## config.mk

```make
export PLATFORM = sky130hd
export DESIGN_NAME = vga_tx_engine
export DESIGN_NICKNAME = d
export VERILOG_FILES = /design/src/rtl/vga_tx_engine.sv
export SDC_FILE = /design/constraint.sdc
export NUM_CORES = 1
export LEC_CHECK = 0
export ABC_AREA = 1
export CORE_MARGIN = 2
export CORE_UTILIZATION = 40
export CTS_BUF_LIST = sky130_fd_sc_hd__clkbuf_8
export CTS_CLUSTER_DIAMETER = 120
export DETAILED_ROUTE_END_ITERATION = 16
export GPL_TIMING_DRIVEN = 0
export PLACE_DENSITY_LB_ADDON = 0.25
export REMOVE_ABC_BUFFERS = 1
export SYNTH_ARGS = -nofsm -noshare
export SYNTH_HDL_FRONTEND = slang
export SYNTH_SLANG_ARGS = --single-unit
export TNS_END_PERCENT = 100
```

## constraint.sdc

```tcl
create_clock -name CLK -period 1.8 [get_ports CLK]
set_input_delay 0.36 -clock CLK [delete_from_list [all_inputs] [get_ports CLK]]
set_output_delay 0.36 -clock CLK [all_outputs]
set_load 0.01 [all_outputs]
```

## src/rtl/vga_tx_engine.sv

```systemverilog
// vga_tx_engine: programmable VGA timing generator with line-buffer readout,
// integer pixel/line replication, ping-pong bank select and test patterns.
// Pipeline: stage 0 counters/address, stage 1 RAM data, stage 2 registered RGB.
module vga_tx_engine #(
   parameter int unsigned H_VISIBLE = 1024,
   parameter int unsigned H_FP      = 24,
   parameter int unsigned H_SYNC    = 136,
   parameter int unsigned H_BP      = 160,
   parameter int unsigned V_VISIBLE = 768,
   parameter int unsigned V_FP      = 3,
   parameter int unsigned V_SYNC    = 6,
   parameter int unsigned V_BP      = 29,
   parameter int unsigned HS_POL    = 0,
   parameter int unsigned VS_POL    = 0,
   parameter int unsigned PIX_REP   = 2,
   parameter int unsigned LINE_REP  = 2,
   parameter int unsigned ADDR_W    = 14,
   parameter int unsigned DATA_W    = 8
) (
   input  logic              CLK,
   input  logic              RESET,
   input  logic              ENABLE,
   input  logic [1:0]        MODE,
   input  logic              SYNC_EN,
   output logic [ADDR_W-1:0] BRAM_ADDR,
   input  logic [DATA_W-1:0] BRAM_DOUT,
   output logic [DATA_W-1:0] VGA_R,
   output logic [DATA_W-1:0] VGA_G,
   output logic [DATA_W-1:0] VGA_B,
   output logic              VGA_HS,
   output logic              VGA_VS,
   output logic              VGA_VISIBLE,
   output logic              VGA_SYNC
);

   localparam int unsigned H_TOTAL = H_VISIBLE + H_FP + H_SYNC + H_BP;
   localparam int unsigned V_TOTAL = V_VISIBLE + V_FP + V_SYNC + V_BP;
   localparam int unsigned HW      = (H_TOTAL > 1) ? $clog2(H_TOTAL) : 1;
   localparam int unsigned VW      = (V_TOTAL > 1) ? $clog2(V_TOTAL) : 1;
   localparam int unsigned HW1     = HW + 1;
   localparam int unsigned VW1     = VW + 1;
   localparam int unsigned XW      = ADDR_W - 1;
   localparam int unsigned PRW     = (PIX_REP > 1) ? $clog2(PIX_REP) : 1;
   localparam int unsigned LRW     = (LINE_REP > 1) ? $clog2(LINE_REP) : 1;
   localparam int unsigned BAR_W   = (H_VISIBLE / 8 > 0) ? H_VISIBLE / 8 : 1;
   localparam int unsigned BSW     = (BAR_W > 1) ? $clog2(BAR_W) : 1;

   localparam logic [HW-1:0]  H_LAST    = HW'(H_TOTAL - 1);
   localparam logic [VW-1:0]  V_LAST    = VW'(V_TOTAL - 1);
   localparam logic [HW1-1:0] H_VIS_END = HW1'(H_VISIBLE);
   localparam logic [HW1-1:0] HS_START  = HW1'(H_VISIBLE + H_FP);
   localparam logic [HW1-1:0] HS_STOP   = HW1'(H_VISIBLE + H_FP + H_SYNC);
   localparam logic [VW1-1:0] V_VIS_END = VW1'(V_VISIBLE);
   localparam logic [VW1-1:0] VS_START  = VW1'(V_VISIBLE + V_FP);
   localparam logic [VW1-1:0] VS_STOP   = VW1'(V_VISIBLE + V_FP + V_SYNC);
   localparam logic [PRW-1:0] PR_LAST   = PRW'(PIX_REP - 1);
   localparam logic [LRW-1:0] LR_LAST   = LRW'(LINE_REP - 1);
   localparam logic [BSW-1:0] BS_LAST   = BSW'(BAR_W - 1);
   localparam logic [XW-1:0]  X_MAX     = '1;
   localparam logic           HS_ACT    = (HS_POL != 0);
   localparam logic           VS_ACT    = (VS_POL != 0);

   typedef enum logic [1:0] {
      MODE_BUF   = 2'b00,
      MODE_BARS  = 2'b01,
      MODE_GRID  = 2'b10,
      MODE_BLACK = 2'b11
   } mode_e;

   // stage 0 state
   logic [HW-1:0]     r_h_cnt;
   logic [VW-1:0]     r_v_cnt;
   logic [PRW-1:0]    r_px_rep;
   logic [XW-1:0]     r_src_x;
   logic [LRW-1:0]    r_ln_rep;
   logic [VW-1:0]     r_src_y;
   logic [BSW-1:0]    r_bar_sub;
   logic [2:0]        r_bar;
   mode_e             r_mode;

   // stage 1 state
   logic              r_s1_vis;
   logic              r_s1_hs;
   logic              r_s1_vs;
   logic              r_s1_sync;
   logic              r_s1_grid;
   logic [2:0]        r_s1_bar;
   logic [DATA_W-1:0] r_dout_hold;
   logic              r_use_hold;

   // stage 2 state
   logic [DATA_W-1:0] r_vga_r;
   logic [DATA_W-1:0] r_vga_g;
   logic [DATA_W-1:0] r_vga_b;
   logic              r_s2_vis;
   logic              r_s2_hs;
   logic              r_s2_vs;
   logic              r_s2_sync;

   logic              w_h_last;
   logic              w_v_last;
   logic              w_frame0;
   logic [HW1-1:0]    w_h_ext;
   logic [VW1-1:0]    w_v_ext;
   logic              w_vis;
   logic              w_hs_act;
   logic              w_vs_act;
   logic              w_h_grid;
   logic              w_v_grid;
   logic [DATA_W-1:0] w_pix;
   logic [DATA_W-1:0] w_r;
   logic [DATA_W-1:0] w_g;
   logic [DATA_W-1:0] w_b;

   assign w_h_last = (r_h_cnt == H_LAST);
   assign w_v_last = (r_v_cnt == V_LAST);
   assign w_frame0 = (r_h_cnt == '0) && (r_v_cnt == '0);
   assign w_h_ext  = {1'b0, r_h_cnt};
   assign w_v_ext  = {1'b0, r_v_cnt};
   assign w_vis    = (w_h_ext < H_VIS_END) && (w_v_ext < V_VIS_END);
   assign w_hs_act = (w_h_ext >= HS_START) && (w_h_ext < HS_STOP);
   assign w_vs_act = (w_v_ext >= VS_START) && (w_v_ext < VS_STOP);

   generate
      if (HW >= 4) begin : g_hgrid
         assign w_h_grid = (r_h_cnt[3:0] == 4'd0);
      end else begin : g_hgrid_narrow
         assign w_h_grid = (r_h_cnt == '0);
      end
      if (VW >= 4) begin : g_vgrid
         assign w_v_grid = (r_v_cnt[3:0] == 4'd0);
      end else begin : g_vgrid_narrow
         assign w_v_grid = (r_v_cnt == '0);
      end
   endgenerate

   // Read from the bank opposite the one being filled by the receive side.
   assign BRAM_ADDR = {~r_src_y[0], r_src_x};

   // Horizontal and vertical raster counters.
   always_ff @(posedge CLK) begin
      if (RESET) begin
         r_h_cnt <= '0;
         r_v_cnt <= '0;
      end else if (ENABLE) begin
         if (w_h_last) begin
            r_h_cnt <= '0;
            r_v_cnt <= w_v_last ? '0 : r_v_cnt + 1'b1;
         end else begin
            r_h_cnt <= r_h_cnt + 1'b1;
         end
      end
   end

   // Pixel and line replication; src_x saturates so it never wraps within a line.
   always_ff @(posedge CLK) begin
      if (RESET) begin
         r_px_rep <= '0;
         r_src_x  <= '0;
         r_ln_rep <= '0;
         r_src_y  <= '0;
      end else if (ENABLE) begin
         if (w_h_last) begin
            r_px_rep <= '0;
            r_src_x  <= '0;
            if (w_v_last) begin
               r_ln_rep <= '0;
               r_src_y  <= '0;
            end else if (r_ln_rep == LR_LAST) begin
               r_ln_rep <= '0;
               r_src_y  <= r_src_y + 1'b1;
            end else begin
               r_ln_rep <= r_ln_rep + 1'b1;
            end
         end else if (r_px_rep == PR_LAST) begin
            r_px_rep <= '0;
            if (r_src_x != X_MAX) begin
               r_src_x <= r_src_x + 1'b1;
            end
         end else begin
            r_px_rep <= r_px_rep + 1'b1;
         end
      end
   end

   // Colour-bar index: steps every H_VISIBLE/8 clocks, restarts each line.
   always_ff @(posedge CLK) begin
      if (RESET) begin
         r_bar_sub <= '0;
         r_bar     <= '0;
      end else if (ENABLE) begin
         if (w_h_last) begin
            r_bar_sub <= '0;
            r_bar     <= '0;
         end else if (r_bar_sub == BS_LAST) begin
            r_bar_sub <= '0;
            if (r_bar != 3'd7) begin
               r_bar <= r_bar + 1'b1;
            end
         end else begin
            r_bar_sub <= r_bar_sub + 1'b1;
         end
      end
   end

   // Pattern mode is latched only at the first pixel of a frame.
   always_ff @(posedge CLK) begin
      if (RESET) begin
         r_mode <= MODE_BUF;
      end else if (ENABLE && w_frame0) begin
         r_mode <= mode_e'(MODE);
      end
   end

   // While stalled the RAM keeps reading the held stage-0 address, so the
   // stage-1 word is captured on the first stalled edge and replayed on resume.
   assign w_pix = r_use_hold ? r_dout_hold : BRAM_DOUT;

   // Stage-2 colour selection.
   always_comb begin
      w_r = '0;
      w_g = '0;
      w_b = '0;
      if (r_s1_vis) begin
         case (r_mode)
            MODE_BUF: begin
               w_r = w_pix;
               w_g = w_pix;
               w_b = w_pix;
            end
            MODE_BARS: begin
               w_r = {DATA_W{r_s1_bar[2]}};
               w_g = {DATA_W{r_s1_bar[1]}};
               w_b = {DATA_W{r_s1_bar[0]}};
            end
            MODE_GRID: begin
               if (r_s1_grid) begin
                  w_r = '1;
                  w_g = '1;
                  w_b = '1;
               end
            end
            default: begin
               w_r = '0;
            end
         endcase
      end
   end

   // Stage 1 and stage 2 pipeline registers plus stall data hold.
   always_ff @(posedge CLK) begin
      if (RESET) begin
         r_s1_vis    <= 1'b0;
         r_s1_hs     <= ~HS_ACT;
         r_s1_vs     <= ~VS_ACT;
         r_s1_sync   <= 1'b0;
         r_s1_grid   <= 1'b0;
         r_s1_bar    <= '0;
         r_dout_hold <= '0;
         r_use_hold  <= 1'b0;
         r_vga_r     <= '0;
         r_vga_g     <= '0;
         r_vga_b     <= '0;
         r_s2_vis    <= 1'b0;
         r_s2_hs     <= ~HS_ACT;
         r_s2_vs     <= ~VS_ACT;
         r_s2_sync   <= 1'b0;
      end else if (ENABLE) begin
         r_s1_vis   <= w_vis;
         r_s1_hs    <= w_hs_act ? HS_ACT : ~HS_ACT;
         r_s1_vs    <= w_vs_act ? VS_ACT : ~VS_ACT;
         r_s1_sync  <= w_frame0 && SYNC_EN;
         r_s1_grid  <= w_h_grid || w_v_grid;
         r_s1_bar   <= r_bar;
         r_use_hold <= 1'b0;
         r_vga_r    <= w_r;
         r_vga_g    <= w_g;
         r_vga_b    <= w_b;
         r_s2_vis   <= r_s1_vis;
         r_s2_hs    <= r_s1_hs;
         r_s2_vs    <= r_s1_vs;
         r_s2_sync  <= r_s1_sync;
      end else if (!r_use_hold) begin
         r_dout_hold <= BRAM_DOUT;
         r_use_hold  <= 1'b1;
      end
   end

   assign VGA_R       = r_vga_r;
   assign VGA_G       = r_vga_g;
   assign VGA_B       = r_vga_b;
   assign VGA_HS      = r_s2_hs;
   assign VGA_VS      = r_s2_vs;
   assign VGA_VISIBLE = r_s2_vis;
   assign VGA_SYNC    = r_s2_sync;

endmodule

```

==> results of run 1 <==
[report_power, final]
part	switching [uW]	internal, uW
clock network	752	535
registers	38.0	2140
logic	238	156
[flip-flops by register name, indices dropped and copies added (netlist names), 2 cells and up]
name	count
VGA_B	8
VGA_G	8
VGA_R	8
r_bar	3
r_bar_sub	7
r_dout_hold	8
r_h_cnt	11
r_mode	2
r_s1_bar	3
r_src_x	13
r_v_cnt	10
[worst paths after layout]
path                        to  slack [ns]  cells after the start
setup / recovery  BRAM_ADDR[0]        0.05                      1
setup reg to reg    r_src_x[5]        0.10                      8
hold reg to reg         VGA_HS        0.46                      2
hold / removal          VGA_HS        0.46                      2
[layer usage]
metal | track usage (%) | share of wire (%) | up-vias
li1 | - | - | 2166
met2 | 31.6 | 48 | 92
met1 | 23.5 | 46 | 1955
met4 | 6.60 | 1.4 | 0
met3 | 3.44 | 4.2 | 12
met5 | 0 | 0 | -
[synthesized netlist by cell type]
library cell  number  area share, %
nand2_1          122             10
nor2_1            98            8.3
dfxtp_1           94             42
inv_1             72            6.1
o21ai_0           59            6.6
nand3_1           34            3.8
a21oi_1           28            3.2
nand4_1           20            2.8
nor3_1            13            1.5
clkbuf_1          12            1.0
ha_1              10            2.8
o22ai_1           10            1.4
nand2_2            9            1.3
a21oi_2            8            1.6
o21ai_1            7           0.79
xor2_1             5           0.99
nor2_2             4           0.56
nor2_4             4            1.0
nand3_2            3           0.68
buf_2              2           0.23
buf_4              2           0.34
nand2_4            2           0.51
nand3b_1           2           0.34
a22o_1             1           0.20
a31oi_1            1           0.14
buf_12             1           0.45
inv_2              1          0.084
nand3_4            1           0.39
o211ai_1           1           0.17
o31ai_1            1           0.17
[worst register-to-register path, cell delays in order, from the launching register on]
cell and delay, ns:
dfxtp_2 0.36, ha_2 0.23, nand3_1 0.14, nor2_4 0.19, nand3_4 0.16, nand2_8 0.17, nand2_8 0.11, o21ai_0 0.18
nor2_1 0.06
[cell type report]
cell class / count / area, um2 / share of cell area, %
multi-input combinational: 444 / 2310 / 42.4
sequential: 94 / 1890 / 34.7
timing repair buffer: 61 / 618 / 11.4
inverter: 73 / 278 / 5.10
tap: 140 / 175 / 3.22
clock buffer: 10 / 138 / 2.53
clock inverter: 5 / 36.3 / 0.667
[what timing repair did]
item	CTS	global route
gates cloned	1	0
resized for setup	13	20
setup buffers	0	5
endpoints found under the setup margin	90	36
pin swaps	1	1
[cells by family after synthesis]
| kind of cell | share of synthesized area [%] |
|---|---|
| buf+inv | 8.19 |
| fa+ha+maj | 2.81 |
| xor+xnor | 0.985 |
| simple gates | 31.4 |
| flops | 42.3 |
| compound gates | 14.2 |
[through the flow]
step / std cells / hold slack (ns)
floorplan: 610 / 0.422
global placement: 805 / 0.440
detailed placement: 806 / 0.444
CTS: 822 / 0.462
global route: 827 / 0.487
finish: 827 / 0.457
==> summary.txt, run 1 <==
IO Count: 56
#FFs+latches synth: 94
Seq/Total Area, Yosys: 42.3%
die area: 12000 um2
largest net degree at the start of global routing: 27
fmax: 570 MHz
Worst Skew: 0.0164 ns
Worst slew margin: 41.0%
first-pass GRT wire length: 17.6 mm
Final period util: 97.4%
die height: 109 um
Max Slew Vio Count: 0
DR WL/cell: 13.0 um
Filler Cells Inserted: 1128
Clk Latency, worst-skew pair: 0.37 ns
number of buffers and inverters on the critical path: 1
Remaining DRCs: 0
1st-iter DRT viols: 220
CP startpoint kind: flop
CP Class: reg2out
TritonCTS buffer count: 9
Avg Synthesized Cell Area: 7.09 um2
Hold Buf Count CTS: 0
GRT Total Usage: 18.6%
Layout area overhead: 22.5%
initial antenna violation count: 0
Initial Util: 41.0%
RePlAce Congestion: 0.905
# port buffers: 55
TritonCTS clock tree: done
worst vdd ir: 0.000328 V
Worst EP arrival: 1.39 ns
max-cap violations: 0
First-pass DRT Iterations: 5
DRT Wirelength: 10.8 mm
grt total ovfl: 0
number of library cell types mapped by synthesis: 30
Worst path slowest cell: clkdlybuf4s50_1
Vias/cell: 5.11
Ys Warns: 0
PD cells: 708 nW/um2
crit path capture type: output port
CTS root buffer: clkbuf_8
peak per-stage delay on the critical path: 0.58 ns
HPWL Detailed: 7.65 mm
H-tree depth: 3
Hold Vio Cnt, Final: 0
crit-path cells: clkdlybuf4s50_1
Crit path max-delay family: buffers and inverters
design area: 5440 um2
Max FO, Critical Path: 4
setup ws final: 0.0471 ns
dpl ws: -1.16 ns
Core ar.: 10800 um2
synthesized area: 4450 um2
worst slew pin tran: 0.881 ns
TNS Setup: 0 ns
total chip power: 3860 uW
CTS sink cnt: 94
hold path start: r_s1_hs
clock tree buffer depth: 2
worst r2r src: r_h_cnt[0]
Crit. Startpoint: r_src_x[0]
min-delay worst type: reg2reg
placed cell area: 5110 um2
commonest non-fill, non-tap cells in the layout: 121 x nand2_1, 94 x nor2_1, 87 x dfxtp_1
Rows: 38
Die Span X: 109 um
Final Setup Violations: 0
Util after Layout: 50.2%
vias in the first global route: 3791
P_leak: 0.00200 uW
commonest non-fill, non-tap cell in the layout: nand2_1
post-route ant nets: 0
Clock Pin Slew Worst Setup and Hold Paths: 0.08 ns
layout cells sized above 1: 10.6%
unrepaired setup endpoints after global routing: yes
fin crit period: 1.75 ns
Mapped Cells: 627
fin nets: 707
outcome: complete, no violations
diodes inserted: 0
Crit path required time: 1.44 ns
vias post-DR: 4225
(Power assumes the default switching activity.)
==> inputs of run 2 (changes only) <==
--- a/config.mk
+++ b/config.mk
@@ -14,6 +14,7 @@
 export GPL_TIMING_DRIVEN = 0
 export PLACE_DENSITY_LB_ADDON = 0.25
 export REMOVE_ABC_BUFFERS = 1
+export SLEW_MARGIN = 30
 export SYNTH_ARGS = -nofsm -noshare
 export SYNTH_HDL_FRONTEND = slang
 export SYNTH_SLANG_ARGS = --single-unit
==> summary.txt, run 2 (same netlist as run 1, synthesis figures left out) <==
Layout area overhead: 24.1%
largest net degree at the start of global routing: 26 (-3.7%)
TNS Setup: 0 ns (unchanged)
Vias/cell: 5.01 (-1.9%)
die area: 12000 um2 (unchanged)
DRT Wirelength: 10.6 mm (-1.3%)
layout cells sized above 1: 11.6% (+0.93 points)
Max FO, Critical Path: 8 (+4)
max-cap violations: 0 (unchanged)
outcome: complete, no violations
Comb power frac: 9.4% (-0.8 points)
sw frac: 26.0% (-0.69 points)
area of the multi-input gates: 2300 um2 (-0.38%)
fin nets: 711 (+0.57%)
Final period util: 97.4% (about the same)
number of buffers and inverters on the critical path: 1 (unchanged)
Max Slew Vio Count: 0 (unchanged)
Crit path max-delay family: buffers and inverters
Die Span X: 109 um (unchanged)
diodes inserted: 0 (unchanged)
Filler Cells Inserted: 1122 (-0.53%)
Worst Skew: 0.0148 ns (-0.00159 ns)
Clock Pin Slew Worst Setup and Hold Paths: 0.10 ns (+0.02 ns)
die height: 109 um (unchanged)
Crit path required time: 1.44 ns (about the same)
Initial Util: 41.0% (unchanged)
IO Count: 56 (unchanged)
CTS sink cnt: 94 (unchanged)
crit-path cells: clkdlybuf4s50_1
PD cells: 758 nW/um2 (+7.0%)
post-route ant nets: 0 (unchanged)
Sw Pwr: 1090 uW (+5.7%)
Hold Vio Cnt, Final: 0 (unchanged)
RePlAce Congestion: 0.905 (unchanged)
Remaining DRCs: 0 (unchanged)
GRT Total Usage: 18.4% (-0.16 points)
min-delay worst type: in2reg
Worst EP arrival: 1.39 ns (about the same)
worst slew pin tran: 0.727 ns (-0.154 ns)
First-pass DRT Iterations: 5 (unchanged)
vias in the first global route: 3803 (+0.32%)
CP Class: reg2out
Core ar.: 10800 um2 (unchanged)
largest reg by FF count: r_src_x
fin crit period: 1.75 ns (-0.000473 ns)
Final Setup Violations: 0 (unchanged)
clock tree buffer depth: 2 (unchanged)
worst vdd ir: 0.000454 V (+39%)
Clk pwr share: 38.6% (+5.2 points)
FF/Latch Area: 1890 um2 (+0.13%)
grt total ovfl: 0 (unchanged)
Worst slew margin: 51.2% (+10 points)
number of flip-flops in the largest register: 13 (unchanged)
Clk Latency, worst-skew pair: 0.38 ns (about the same)
fmax: 571 MHz (about the same)
HPWL Detailed: 7.60 mm (-0.68%)
Hold WS: 0.436 ns (-0.0206 ns)
TritonCTS clock tree: done
Seq pwr share: 52.0% (-4.4 points)
internal power: 3100 uW (+9.5%)
crit path capture type: output port
first-pass GRT wire length: 17.6 mm (-0.23%)
1st-iter DRT viols: 184 (-16%)
CP startpoint kind: flop
peak per-stage delay on the critical path: 0.57 ns (about the same)
H-tree depth: 3 (unchanged)
initial antenna violation count: 0 (unchanged)
biggest regs: r_src_x x13, r_h_cnt x11, r_v_cnt x10
P_leak: 0.00205 uW (+2.3%)
commonest non-fill, non-tap cells in the layout: 121 x nand2_1, 94 x nor2_1, 85 x dfxtp_1
vias post-DR: 4169 (-1.3%)
TritonCTS buffer count: 9 (unchanged)
Worst path slowest cell: clkdlybuf4s50_1
DR WL/cell: 12.8 um (-1.9%)
CTS root buffer: clkbuf_8
commonest non-fill, non-tap cell in the layout: nand2_1
Rows: 38 (unchanged)
# port buffers: 55 (unchanged)
==> run 2: changes by cell type in the layout (fill, tap and decap cells not counted), sizes merged <==
| cell | before | now |
|---|---|---|
| clkbuf | 10 | 9 |
| inv | 72 | 76 |
| bufinv | 0 | 2 |
| o211ai | 2 | 1 |
| clkinv | 5 | 1 |
| clkdlybuf4s15 | 2 | 0 |
| buf | 6 | 13 |
==> run 2: final timing paths <==
kind | start | end | slack (ns) | cells past startpoint
setup / recovery | r_src_x[8] | BRAM_ADDR[8] | 0.05 | 1
hold / removal | ENABLE | r_bar_sub[0] | 0.44 | 3
setup reg to reg | r_h_cnt[5] | r_src_x[0] | 0.13 | 7
hold reg to reg | r_s1_hs | VGA_HS | 0.46 | 2
==> run 2: tightest hold or removal path, cell delays in order <==
cell and delay [ns]:
buf_2 0.22, nor2_1 0.13, nor3_1 0.06
==> run 2: repair_timing <==
action                     in CTS  in global routing
setup endpoints to repair      81                 41
setup buffers                   3                  5
resized for setup               8                 23
hold buffers                    0                  0
pin swaps                       1                  3
==> run 2: final cells by class <==
cell class	count	share of cell area, %
multi-input combinational	443	41.7
sequential	94	34.3
timing repair buffer	66	11.8
inverter	73	4.96
tap	140	3.17
clock buffer	9	2.24
clock inverter	7	1.86
==> run 2: metrics by stage <==
step	setup slack, ns	std cells	power (uW)	util [%]	instance area [um2]
final	0.0476	832	4180	50.9	5520
after global routing	-0.0223	832	4340	50.9	5520
after CTS	0.00848	827	4200	49.8	5390
after detailed placement	-0.881	808	2600	47.2	5120
after global placement	-2.57	805	2580	46.9	5080
after floorplan	-0.347	610	2430	-	4360
==> run 2: power by group through the flow <==
stage / combinational, uW / clock [uW] / sequential [uW]
final: 392 / 1610 / 2180
after global routing: 447 / 1710 / 2180
after CTS: 390 / 1640 / 2170
after detailed placement: 380 / 0 / 2220
after global placement: 363 / 0 / 2220
after floorplan: 204 / 0 / 2230
==> run 2: metal layers <==
layer	global-route usage, %	routed length, um	up-vias
met2	30.9	5100	76
met4	7.69	189	0
met1	23.7	5000	1914
met3	2.43	330	16
met5	0	0	-
li1	-	-	2163
